$ cat config.mk
export PLATFORM = sky130hd
export DESIGN_NAME = button_events
export DESIGN_NICKNAME = d
export VERILOG_FILES = /design/src/rtl/button_pkg.sv /design/src/rtl/button_channel.sv /design/src/rtl/button_events.sv
export SDC_FILE = /design/constraint.sdc
export NUM_CORES = 1
export LEC_CHECK = 0
export BUFFER_PORTS_ARGS = -buffer_cell sky130_fd_sc_hd__buf_4
export CAP_MARGIN = 5
export CELL_PAD_IN_SITES_DETAIL_PLACEMENT = 1
export CELL_PAD_IN_SITES_GLOBAL_PLACEMENT = 1
export CORE_UTILIZATION = 52
export DETAILED_ROUTE_END_ITERATION = 10
export GPL_TIMING_DRIVEN = 0
export PLACE_DENSITY = 0.95
export RECOVER_POWER = 100
export SYNTH_ARGS = -nofsm -noshare
export SYNTH_HDL_FRONTEND = slang
export SYNTH_HIERARCHICAL = 1
export SYNTH_SLANG_ARGS = --single-unit
$ cat constraint.sdc
create_clock -name clk -period 2.97 [get_ports clk]
set_input_delay 0.297 -clock clk [delete_from_list [all_inputs] [get_ports clk]]
set_output_delay 0.297 -clock clk [all_outputs]
set_load 0.005 [all_outputs]
$ cat src/rtl/button_pkg.sv
// Shared definitions for the multi-channel button front end.
//   btn_state_t : per-channel debounce/hold state
//   cnt_width() : width needed for a counter that reaches the largest of
//                 the debounce, long-press and repeat terminal values
package button_pkg;

   typedef enum logic [1:0] {
      RELEASED,
      PRESS_WAIT,
      HELD,
      RELEASE_WAIT
   } btn_state_t;

   // Counter width covering max(a, b, c) inclusive
   function automatic int cnt_width(input int a, input int b, input int c);
      int m;
      m = a;
      if (b > m) m = b;
      if (c > m) m = c;
      return $clog2(m + 1);
   endfunction

endpackage

$ cat src/rtl/button_channel.sv
// One button channel: 2-FF synchroniser, symmetric debouncer and the
// press / release / click / long-press / auto-repeat event generator.
// Ports:
//   clk, rst      : clock and asynchronous active-high reset
//   button        : raw asynchronous pin
//   pressed       : debounced level (1 while accepted as held)
//   *_pulse       : one-cycle registered event strobes
module button_channel
   import button_pkg::*;
#(
   parameter int ACTIVE_LOW      = 1,
   parameter int DEBOUNCE_CYCLES = 100,
   parameter int LONG_CYCLES     = 1000,
   parameter int REPEAT_CYCLES   = 200
)(
   input  logic clk,
   input  logic rst,
   input  logic button,
   output logic pressed,
   output logic press_pulse,
   output logic release_pulse,
   output logic click_pulse,
   output logic long_pulse,
   output logic repeat_pulse
);

   localparam int W = cnt_width(DEBOUNCE_CYCLES, LONG_CYCLES, REPEAT_CYCLES);
   localparam logic INACTIVE = (ACTIVE_LOW != 0);
   localparam logic [W-1:0] ONE       = W'(1);
   localparam logic [W-1:0] DB_LAST   = W'(DEBOUNCE_CYCLES - 1);
   localparam logic [W-1:0] LONG_LAST = W'(LONG_CYCLES - 1);
   localparam logic [W-1:0] REP_LAST  = W'((REPEAT_CYCLES > 0) ? REPEAT_CYCLES - 1 : 0);
   localparam logic [W-1:0] HOLD_MAX  = '1;

   logic sync1, sync2, act;
   btn_state_t state, state_nx;
   logic [W-1:0] db_cnt, db_nx, hold_cnt, hold_nx, hold_adv;
   logic long_seen, long_nx, seen_adv, long_adv, rep_adv;
   logic pressed_nx, press_nx, release_nx, click_nx, long_nx_p, repeat_nx;

   // Synchroniser idles at the inactive pin level so reset never looks
   // like a press; act is the polarity-normalised "button is down" sample
   always_ff @(posedge clk or posedge rst) begin
      if (rst) begin
         sync1 <= INACTIVE;
         sync2 <= INACTIVE;
      end else begin
         sync1 <= button;
         sync2 <= sync1;
      end
   end

   assign act = sync2 ^ INACTIVE;

   // One held cycle worth of hold-counter progress. Used both in HELD and
   // when a release glitch is rejected, so the returning active sample
   // counts as held time and only the inactive samples are frozen.
   always_comb begin
      hold_adv = hold_cnt;
      seen_adv = long_seen;
      long_adv = 1'b0;
      rep_adv  = 1'b0;
      if (!long_seen) begin
         if (hold_cnt == LONG_LAST) begin
            hold_adv = '0;
            seen_adv = 1'b1;
            long_adv = 1'b1;
         end else begin
            hold_adv = hold_cnt + ONE;
         end
      end else if (REPEAT_CYCLES > 0) begin
         if (hold_cnt == REP_LAST) begin
            hold_adv = '0;
            rep_adv  = 1'b1;
         end else begin
            hold_adv = hold_cnt + ONE;
         end
      end else if (hold_cnt != HOLD_MAX) begin
         hold_adv = hold_cnt + ONE;
      end
   end

   // Next-state and event decode. A debounce length of one accepts a
   // change on the very first differing sample, skipping the wait states.
   always_comb begin
      state_nx   = state;
      db_nx      = db_cnt;
      hold_nx    = hold_cnt;
      long_nx    = long_seen;
      press_nx   = 1'b0;
      release_nx = 1'b0;
      click_nx   = 1'b0;
      long_nx_p  = 1'b0;
      repeat_nx  = 1'b0;
      case (state)
         RELEASED: begin
            db_nx = '0;
            if (act) begin
               if (DEBOUNCE_CYCLES == 1) begin
                  state_nx = HELD;
                  press_nx = 1'b1;
                  hold_nx  = '0;
                  long_nx  = 1'b0;
               end else begin
                  state_nx = PRESS_WAIT;
                  db_nx    = ONE;
               end
            end
         end
         PRESS_WAIT: begin
            if (!act) begin
               state_nx = RELEASED;
               db_nx    = '0;
            end else if (db_cnt == DB_LAST) begin
               state_nx = HELD;
               press_nx = 1'b1;
               db_nx    = '0;
               hold_nx  = '0;
               long_nx  = 1'b0;
            end else begin
               db_nx = db_cnt + ONE;
            end
         end
         HELD: begin
            if (!act) begin
               if (DEBOUNCE_CYCLES == 1) begin
                  state_nx   = RELEASED;
                  release_nx = 1'b1;
                  click_nx   = !long_seen;
                  db_nx      = '0;
               end else begin
                  state_nx = RELEASE_WAIT;
                  db_nx    = ONE;
               end
            end else begin
               hold_nx   = hold_adv;
               long_nx   = seen_adv;
               long_nx_p = long_adv;
               repeat_nx = rep_adv;
            end
         end
         RELEASE_WAIT: begin
            if (act) begin
               state_nx  = HELD;
               db_nx     = '0;
               hold_nx   = hold_adv;
               long_nx   = seen_adv;
               long_nx_p = long_adv;
               repeat_nx = rep_adv;
            end else if (db_cnt == DB_LAST) begin
               state_nx   = RELEASED;
               release_nx = 1'b1;
               click_nx   = !long_seen;
               db_nx      = '0;
            end else begin
               db_nx = db_cnt + ONE;
            end
         end
         default: begin
            state_nx = RELEASED;
            db_nx    = '0;
         end
      endcase
      pressed_nx = (state_nx == HELD) || (state_nx == RELEASE_WAIT);
   end

   // State, counters and registered outputs
   always_ff @(posedge clk or posedge rst) begin
      if (rst) begin
         state         <= RELEASED;
         db_cnt        <= '0;
         hold_cnt      <= '0;
         long_seen     <= 1'b0;
         pressed       <= 1'b0;
         press_pulse   <= 1'b0;
         release_pulse <= 1'b0;
         click_pulse   <= 1'b0;
         long_pulse    <= 1'b0;
         repeat_pulse  <= 1'b0;
      end else begin
         state         <= state_nx;
         db_cnt        <= db_nx;
         hold_cnt      <= hold_nx;
         long_seen     <= long_nx;
         pressed       <= pressed_nx;
         press_pulse   <= press_nx;
         release_pulse <= release_nx;
         click_pulse   <= click_nx;
         long_pulse    <= long_nx_p;
         repeat_pulse  <= repeat_nx;
      end
   end

endmodule

$ cat src/rtl/button_events.sv
// Multi-channel debounced button front end. Instantiates one independent
// button_channel per pin and gathers their outputs into vectors.
// Ports:
//   clk, rst      : clock and asynchronous active-high reset
//   button        : raw asynchronous pins, one per channel
//   pressed       : debounced levels
//   *_pulse       : one-cycle event strobes, bit i belongs to channel i
module button_events #(
   parameter int CHANNELS        = 2,
   parameter int ACTIVE_LOW      = 1,
   parameter int DEBOUNCE_CYCLES = 100,
   parameter int LONG_CYCLES     = 1000,
   parameter int REPEAT_CYCLES   = 200
)(
   input  logic                clk,
   input  logic                rst,
   input  logic [CHANNELS-1:0] button,
   output logic [CHANNELS-1:0] pressed,
   output logic [CHANNELS-1:0] press_pulse,
   output logic [CHANNELS-1:0] release_pulse,
   output logic [CHANNELS-1:0] click_pulse,
   output logic [CHANNELS-1:0] long_pulse,
   output logic [CHANNELS-1:0] repeat_pulse
);

   // Channels share nothing but the clock and reset
   for (genvar i = 0; i < CHANNELS; i++) begin : g_chan
      button_channel #(
         .ACTIVE_LOW      (ACTIVE_LOW),
         .DEBOUNCE_CYCLES (DEBOUNCE_CYCLES),
         .LONG_CYCLES     (LONG_CYCLES),
         .REPEAT_CYCLES   (REPEAT_CYCLES)
      ) u_chan (
         .clk           (clk),
         .rst           (rst),
         .button        (button[i]),
         .pressed       (pressed[i]),
         .press_pulse   (press_pulse[i]),
         .release_pulse (release_pulse[i]),
         .click_pulse   (click_pulse[i]),
         .long_pulse    (long_pulse[i]),
         .repeat_pulse  (repeat_pulse[i])
      );
   end

endmodule

==> results of run 1 <==
## per-layer routing
metal	vias up	share of wire	global-route usage
met5	-	0	0
met4	0	0.030	0.161
met3	26	0.047	0.0557
met2	95	0.51	0.498
met1	1443	0.42	0.377
li1	1273	-	-
## what timing repair did
action / CTS / global route
endpoints found under the setup margin: 0 / 0
hold buffers: 0 / 1
endpoints found under the hold margin: 0 / 13
## cells by family (layout without fill, tap and decap cells)
group / after synthesis / in the layout
and+or+nand+nor: 140 / 140
AOI/OAI and AO/OA: 82 / 82
DFF: 62 / 62
buffers and inverters: 20 / 54
xor gates and xnor gates: 6 / 6
adders and majority gates: 4 / 4
muxes: 3 / 3
## layout make-up
type	count	area, um^2	share of cell area
plain buffers	12	63.8	0.0178
clock buffers	11	151	0.0422
clock inverters	5	57.6	0.0160
inverters	8	30.0	0.00837
multi-input cells	235	1520	0.423
flip-flops and latches	62	1560	0.434
well taps	75	93.8	0.0262
repair buffers	18	115	0.0321
## worst max path at each step
| stage | end | cells past startpoint |
|---|---|---|
| after detailed placement | g_chan[0].u_chan/db_cnt[5] | 6 |
| after global routing | g_chan[0].u_chan/hold_cnt[3] | 6 |
| after CTS | g_chan[1].u_chan/hold_cnt[3] | 6 |
| final | g_chan[0].u_chan/hold_cnt[3] | 6 |
| after global placement | g_chan[1].u_chan/hold_cnt[4] | 6 |
| after floorplan | g_chan[0].u_chan/hold_cnt[5] | 5 |
## report_power, final
part	internal, mW	switching (mW)	total [mW]
Clock	0.431	0.348	0.779
Combinational	0.0257	0.0541	0.0798
Sequential	0.863	0.0247	0.888
Total	1.32	0.427	1.75
## worst max-delay path, stage by stage, from the launching register on
cell and delay, ns:
dfrtp_1 0.44, ha_1 0.26, nor4b_1 0.45, nand4_1 0.42, and2_0 0.31, buf_2 0.19
o41ai_1 0.39
## through the flow
step / utilization / power, mW / std cells
after global placement: 0.573 / 0.971 / 407
after CTS: 0.608 / 1.76 / 423
final: 0.606 / 1.75 / 426
after detailed placement: 0.573 / 0.978 / 407
after floorplan: - / 0.952 / 317
after global routing: 0.606 / 1.81 / 426
## layout by cell type, fill, tap and decap left out, types with 9 or more instances in the layout
| cell type | instances |
|---|---|
| clkbuf_8 | 11 |
| nand2b_1 | 12 |
| and3_1 | 10 |
| a21oi_1 | 9 |
| clkbuf_4 | 11 |
| nand3_1 | 11 |
| clkbuf_1 | 13 |
| nor2_1 | 14 |
| dfrtp_1 | 58 |
| nand2_1 | 32 |
| nor3_1 | 20 |
| a31oi_1 | 16 |
| o21ai_0 | 14 |
==> run_results.csv, run 1 <==
group,metric,value,unit
outcome,outcome,"finished, final reports clean",
layout,area_growth,12.7,%
sta,hold_viol_final,0,
min_path,holdPathStages,1,
routing,avgRoutedWirePerCell,21.1,um
synthesis,synthArstFlopShare,1.00,
synthesis,synth_top_area_frac,0.456,
critical_path,worstRegToRegCells,6,
cts,numCtsBuffers,9,
power_and_ir_drop,max-vdd-ir-drop,392,uV
synthesis,yosys_register_bits,62,
layout,drive_gt1_frac,0.131,
synthesis,synth_top_cell_by_area,"dfrtp_1",
sta,grt_setup_unrepaired,"false",
synthesis,synthAdderAreaFrac,0.0157,
global_routing,grt_pass1_wl,14600,um
synthesis,netlist_area,3180,um^2
critical_path,reg2reg_from,"g_chan[0].u_chan/db_cnt[0]",
synthesis,yosys-mux-area-fraction,0.0102,
sta,finalCritPeriodShare,0.872,
cts,clockBufferDepth,2,
critical_path,r2r_end,"g_chan[0].u_chan/hold_cnt[3]",
placed_design,port-buffer-count,15,
layout,fin_area,3590,um^2
critical_path,startpoint_type,"flip-flop",
cts,htree_levels,3,
cts,cts_setup_buffers,0,
synthesis,synth_commonest_cells,"dfrtp_1, nand2_1, nor3_1",
die,die_y,80.3,um
sta,fmax,0.386,GHz
global_routing,grt_pass1_vias,2864,
die,die-area,6440,um^2
die,die_x,80.3,um
placed_design,place_hpwl,5490,um
synthesis,synth_top_family_by_area,"simple AND/OR/NAND/NOR gates",
layout,reg_top3,"g_chan.u_chan/db_cnt (20), g_chan.u_chan/hold_cnt (20), g_chan.u_chan/state (4)",
routing,wl,9010,um
cts,cts_root_buf,"clkbuf_8",
global_routing,grt_overflow_total,0,
layout,fin_nets,354,
layout,antenna_cells,0,
synthesis,synth_compound_area_frac,0.196,
layout,n_fill_cell,677,
cts,cts_tree,"built",
cts,path_clk_slew,0.07,ns
min_path,hold_end,"g_chan[1].u_chan/sync1",
cts,cts.repair.resized,0,
routing,ant_nets,0,
routing,drt_first_pass_iters,5,
routing,drcViolationCount,0,
sta,hold_ws,0.0543,ns
die,coreArea,5920,um^2
synthesis,synth_edf_count,0,
critical_path,worstPathRequired,3.19,ns
synthesis,synth.most_common_cell,"dfrtp_1",
sta,setup_slack,0.380,ns
synthesis,yosysWarnings,6,
critical_path,cp_data_arrival_time,2.81,ns
sta,min_period,2.59,ns
global_routing,grtUsageTotal,0.303,
global_routing,grt_max_degree,32,
synthesis,ys_top_cells_by_area,"dfrtp_1, nand2_1, dfstp_2",
critical_path,crit_type,"reg2reg",
synthesis,synthXorXnorAreaFrac,0.0165,
sta,fin_setup_tns,0,ns
synthesis,ys_seq_area_frac,0.489,
job,max-cap-violations,0,
placed_design,place_ws,0.681,ns
placed_design,dpl_cell_area,3390,um^2
cts,cts_num_sinks,62,
cts,clk_latency,0.35,ns
synthesis,synth_ff_type,"dfrtp_1",
min_path,hp-start,"button[1]",
sta,fin_worst_skew,0.00673,ns
routing,vias_per_cell,6.66,
synthesis,synthSimpleGateAreaFrac,0.242,
placed_design,routabilityCongestion,0.824,
sta,max_slew.worst_pin.slew,1.40,ns
routing,num_vias,2837,
min_path,hp-class,"in2reg",
synthesis,yosysUniqueCellTypes,43,
critical_path,endpoint_kind,"flip-flop",
sta,slew_headroom,0.0680,
routing,dr.first_iter.drc_count,181,
die,pin_count,16,
power_and_ir_drop,p_leak,1.50,nW
synthesis,syn_inst,317,
sta,slew_violations,0,
critical_path,crit_fanout,9,
sta,setup_viol,0,
power_and_ir_drop,power_density,487,nW/um^2
die,initial_core_util,0.538,
critical_path,cp-startpoint,"g_chan[0].u_chan/db_cnt[0]",
global_routing,antenna_found_initial,0,
die,fp-row-count,28,
synthesis,synth_nets,325,
critical_path,r2r_setup_slack,0.38,ns
synthesis,avgSynthCellArea,10.0,um^2
Note: power is estimated with default switching activity, not from simulation.
==> run 2: changes to the inputs <==
Settings changed: ABC_AREA set to 1, CORE_UTILIZATION 52 to 49.
==> run_results.csv, run 2 <==
group,metric,value,unit
power_and_ir_drop,p_leak,1.83,nW
die,die-area,7130,um^2
die,fp-row-count,29,
cts,numCtsBuffers,9,
cts,path_clk_slew,0.07,ns
critical_path,worstPathRequired,3.26,ns
sta,max_slew.worst_pin.slew,1.40,ns
critical_path,endpoint_kind,"flip-flop",
outcome,outcome,"finished with violations",
routing,drt_first_pass_iters,8,
layout,n_fill_cell,805,
synthesis,synth_edf_count,0,
layout,finalNonFillerCells,530,
sta,fin_worst_skew,0.00755,ns
job,max-cap-violations,0,
sta,min_period,2.10,ns
synthesis,ys_seq_area_frac,0.467,
layout,multi_input_area,1470,um^2
sta,setup_viol,0,
routing,num_vias,2989,
synthesis,avgSynthCellArea,7.95,um^2
placed_design,routabilityCongestion,0.805,
cts,cts_num_sinks,62,
sta,finalCritPeriodShare,0.707,
sta,slew_violations,0,
synthesis,synth_top_area_frac,0.436,
sta,hold_ws,0.0573,ns
synthesis,synth_ff_type,"dfrtp_1",
power_and_ir_drop,swShare,0.238,
layout,finish.utilization,0.570,
layout,reg_top3,"g_chan.u_chan/db_cnt (20), g_chan.u_chan/hold_cnt (20), g_chan.u_chan/state (4)",
power_and_ir_drop,p_comb_frac,0.029,
critical_path,cp_data_arrival_time,2.39,ns
synthesis,netlist_area,3330,um^2
global_routing,grtUsageTotal,0.293,
synthesis,synthArstFlopShare,1.00,
layout,area_growth,10.4,%
cts,clockBufferDepth,2,
sta,hold_viol_final,0,
cts,clk_latency,0.35,ns
die,die_y,84.5,um
layout,seq_area,1560,um^2
power_and_ir_drop,max-vdd-ir-drop,259,uV
global_routing,antenna_found_initial,0,
sta,fin_setup_tns,0,ns
power_and_ir_drop,seq_power_share,0.533,
sta,grt_setup_unrepaired,"false",
power_and_ir_drop,p_switching,0.386,mW
global_routing,grt_max_degree,32,
placed_design,port-buffer-count,15,
synthesis,yosys_register_bits,62,
die,initial_core_util,0.516,
critical_path,crit_type,"reg2reg",
min_path,hp-class,"in2reg",
layout,drive_gt1_frac,0.110,
routing,dr.first_iter.drc_count,205,
synthesis,synth_top_cell_by_area,"dfrtp_1",
cts,htree_levels,3,
synthesis,ys_top_cells_by_area,"dfrtp_1, nand2_1, inv_1",
placed_design,place_hpwl,6410,um
layout,final_cell_mix,"nand2_1, dfrtp_1, inv_1",
global_routing,grt_overflow_total,0,
critical_path,startpoint_type,"flip-flop",
global_routing,grt_pass1_vias,3210,
routing,vias_per_cell,5.64,
sta,fmax,0.476,GHz
layout,antenna_cells,0,
global_routing,grt_pass1_wl,16100,um
power_and_ir_drop,power_density,440,nW/um^2
die,die_x,84.5,um
synthesis,synth_nets,427,
layout,final_common_cell,"nand2_1",
critical_path,r2r_setup_slack,0.87,ns
cts,cts_tree,"built",
sta,slew_headroom,0.0650,
routing,avgRoutedWirePerCell,17.9,um
power_and_ir_drop,design_power_total,1.62,mW
layout,fin_nets,456,
synthesis,yosysUniqueCellTypes,32,
routing,drcViolationCount,2,
die,pin_count,16,
synthesis,syn_inst,419,
synthesis,synth_commonest_cells,"nand2_1, dfrtp_1, inv_1",
die,coreArea,6460,um^2
synthesis,yosysWarnings,6,
outcome,violations,"DRC",
synthesis,synth.most_common_cell,"nand2_1",
critical_path,crit_fanout,10,
power_and_ir_drop,p_int,1.23,mW
placed_design,placed_cells,511,
routing,ant_nets,0,
cts,cts_root_buf,"clkbuf_8",
routing,wl,9480,um
power_and_ir_drop,clock_power_share,0.439,
cts,cts_setup_buffers,0,
run 2: cell count changes after synthesis, moves of 10 or more:
| cell | previous run | this run |
|---|---|---|
| nor3_1 | 20 | 8 |
| and3_1 | 10 | 0 |
| a31oi_1 | 16 | 0 |
| nand2b_1 | 12 | 0 |
| nand3_1 | 11 | 38 |
| inv_1 | 8 | 55 |
| nor2_1 | 14 | 39 |
| nand2_1 | 32 | 123 |
run 2: power groups by stage:
stage | Clock, mW | Combinational [mW] | Sequential [mW]
6_report | 0.711 | 0.0466 | 0.863
5_1_grt | 0.754 | 0.0536 | 0.863
4_1_cts | 0.716 | 0.0464 | 0.865
3_5_place_dp | 0 | 0.0446 | 0.880
3_3_place_gp | 0 | 0.0412 | 0.879
2_1_floorplan | 0 | 0.0298 | 0.877
run 2: through the flow:
| stage | setup slack (ns) | cell area (um^2) |
|---|---|---|
| after detailed placement | 1.20 | 3540 |
| after floorplan | 1.52 | 3330 |
| final | 0.870 | 3680 |
| after global placement | 1.33 | 3540 |
| after CTS | 1.18 | 3730 |
| after global routing | 0.649 | 3680 |
run 2: kinds of logic (layout without fill, tap and decap cells):
| kind of cell | Yosys count | count (layout) | share of synthesized area |
|---|---|---|---|
| adders and majority gates | 4 | 4 | 0.0150 |
| DFF | 62 | 62 | 0.467 |
| xor gates and xnor gates | 16 | 16 | 0.0421 |
| AOI/OAI and AO/OA | 37 | 37 | 0.0687 |
| buffers and inverters | 62 | 96 | 0.0744 |
| and+or+nand+nor | 238 | 238 | 0.333 |
run 2: final timing paths:
kind	from	to	depth (start not counted)
worst max register to register	g_chan[0].u_chan/db_cnt[0]	g_chan[0].u_chan/hold_cnt[6]	10
worst min register to register	g_chan[1].u_chan/sync1	g_chan[1].u_chan/sync2	0
worst min-delay path	button[1]	g_chan[1].u_chan/sync1	1
max in group asynchronous	rst	g_chan[0].u_chan/hold_cnt[1]	4
min in group asynchronous	rst	g_chan[1].u_chan/pressed	3
worst max-delay path	g_chan[0].u_chan/db_cnt[0]	g_chan[0].u_chan/hold_cnt[6]	10
run 2: final cells by class:
type | count | area share
tap | 77 | 0.0262
sequential | 62 | 0.423
buffer | 2 | 0.00612
inverter | 60 | 0.0612
clock inverter | 3 | 0.00476
multi-input combinational | 295 | 0.399
timing repair buffer | 18 | 0.0343
clock buffer | 13 | 0.0459
run 2: per-layer routing:
metal  part of all wire  wire length (um)  track usage
met3              0.031               293       0.0423
met1               0.42              4000        0.360
met2               0.51              4870        0.501
met4              0.033               317        0.163
met5                  0                 0            0
run 2: worst max-delay path: stages, from the launching register on:
cell and delay [ns]:
dfrtp_1 0.44, ha_1 0.29, nand2_1 0.08, clkinv_1 0.06
nand2_2 0.04, nor2_1 0.16, nand3_1 0.25, a21oi_1 0.37
buf_6 0.20, nand3_1 0.09, nand2_1 0.07
run 2: repair_timing:
item	4_1_cts	5_1_grt
resized for setup	0	0
hold endpoints to repair	0	13
hold buffers	0	1
==> run 3: changes to the inputs <==
Settings changed: CORE_UTILIZATION 49 to 41, PLACE_DENSITY 0.95 to 0.86.
Clock period 2.97 ns to 1.7 ns, I/O delays scaled along.
==> run_results.csv, run 3 (synthesis results as in run 2) <==
group,metric,value,unit
critical_path,cp_data_arrival_time,1.89,ns
placed_design,place_hpwl,5700,um
power_and_ir_drop,design_power_total,3.16,mW
cts,cts_root_buf,"clkbuf_8",
sta,slew_headroom,0.574,
critical_path,crit_type,"reg2reg",
routing,vias_per_cell,5.20,
die,pin_count,16,
layout,drive_gt1_frac,0.172,
power_and_ir_drop,power_density,793,nW/um^2
sta,finalCritPeriodShare,0.971,
cts,htree_levels,3,
layout,reg_top3,"g_chan.u_chan/db_cnt (20), g_chan.u_chan/hold_cnt (20), g_chan.u_chan/state (4)",
sta,hold_ws,0.291,ns
cts,path_clk_slew,0.07,ns
global_routing,grt_max_degree,32,
placed_design,port-buffer-count,15,
cts,cts_num_sinks,62,
global_routing,grtUsageTotal,0.221,
critical_path,crit_fanout,4,
job,max-cap-violations,0,
die,die_x,92.2,um
routing,wl,9370,um
placed_design,dpl_cell_area,3570,um^2
global_routing,antenna_found_initial,0,
sta,fin_setup_tns,0,ns
sta,fmax,0.606,GHz
routing,ant_nets,0,
cts,numCtsBuffers,9,
power_and_ir_drop,p_leak,1.95,nW
cts,clk_latency,0.34,ns
layout,area_growth,19.7,%
routing,drcViolationCount,0,
sta,max_slew.worst_pin.slew,0.639,ns
critical_path,worstPathRequired,1.94,ns
global_routing,grt_pass1_vias,3098,
placed_design,place_ws,-0.0739,ns
sta,min_period,1.65,ns
sta,hold_viol_final,0,
sta,slew_violations,0,
die,die_y,92.2,um
die,coreArea,7810,um^2
sta,setup_slack,0.0491,ns
cts,cts_tree,"built",
sta,fin_worst_skew,0.0129,ns
critical_path,endpoint_kind,"flip-flop",
die,die-area,8490,um^2
routing,num_vias,2952,
layout,fin_area,3990,um^2
layout,finish.utilization,0.511,
min_path,hp-class,"in2async",
power_and_ir_drop,max-vdd-ir-drop,348,uV
placed_design,routabilityCongestion,0.824,
placed_design,placed_cells,536,
layout,antenna_cells,0,
critical_path,cpLargestDelayFamily,"compound AO/OA/AOI/OAI gates",
layout,n_fill_cell,967,
routing,dr.first_iter.drc_count,87,
layout,fin_nets,469,
critical_path,startpoint_type,"flip-flop",
sta,setup_viol,0,
die,initial_core_util,0.427,
global_routing,grt_overflow_total,0,
layout,final_cell_mix,"nand2_1, dfrtp_1, inv_1",
layout,finalNonFillerCells,568,
cts,clockBufferDepth,2,
routing,drt_first_pass_iters,5,
layout,final_common_cell,"nand2_1",
critical_path,cp_cell_sequence,"nand2_1, a21oi_2, a21boi_4, nand3_1, o21ai_1",
critical_path,crit_slowest_cell,"dfstp_2",
routing,avgRoutedWirePerCell,16.5,um
die,fp-row-count,32,
critical_path,cp_slowest_stage_delay,0.59,ns
outcome,outcome,"finished, final reports clean",
critical_path,crit_buf_inv,0,
global_routing,grt_pass1_wl,14600,um
==> run 3: final timing paths <==
check | slack, ns | endpoint | depth (start not counted) | start
max in group asynchronous | 0.40 | g_chan[1].u_chan/sync1 | 4 | rst
max reg2reg | 0.05 | g_chan[0].u_chan/db_cnt[8] | 5 | g_chan[0].u_chan/sync2
min | 0.29 | g_chan[0].u_chan/press_pulse | 3 | rst
min in group clk | 0.37 | g_chan[0].u_chan/sync2 | 0 | g_chan[0].u_chan/sync1
min reg2reg | 0.37 | g_chan[0].u_chan/sync2 | 0 | g_chan[0].u_chan/sync1
max | 0.05 | g_chan[0].u_chan/db_cnt[8] | 5 | g_chan[0].u_chan/sync2
==> run 3: metal layers <==
metal  up-vias  wire length [um]  track usage
li1       1413                 -            -
met1      1469              4080        0.270
met2        46              4800        0.373
met3        24               205       0.0481
met4         0               277        0.100
met5         -                 0            0
==> run 3: what timing repair did <==
action,in CTS,in global routing
hold buffers,2,1
endpoints found under the setup margin,20,32
endpoints found under the hold margin,2,22
resized for setup,7,8
gates cloned,0,1
buffers inserted,0,10
pin swaps,0,3
==> run 3: layout make-up <==
| cell class | instances | area, um^2 | share of cell area |
|---|---|---|---|
| Clock buffer | 13 | 169 | 0.0424 |
| Inverter | 60 | 225 | 0.0565 |
| Clock inverter | 3 | 65.1 | 0.0163 |
| Multi-Input combinational cell | 295 | 1580 | 0.397 |
| Buffer | 2 | 22.5 | 0.00565 |
| Tap cell | 102 | 128 | 0.0320 |
| Sequential cell | 62 | 1560 | 0.391 |
| Timing Repair Buffer | 31 | 235 | 0.0590 |
==> run 3: power by group <==
part | switching, mW | internal [mW] | total [mW]
Clock | 0.596 | 0.945 | 1.54
Sequential | 0.0194 | 1.49 | 1.51
Combinational | 0.0699 | 0.0402 | 0.110
Total | 0.685 | 2.48 | 3.16
==> run 3: tightest hold or removal path: cells and delay by family <==
family	cells	cell delay, ns
buffers and inverters	3	0.83
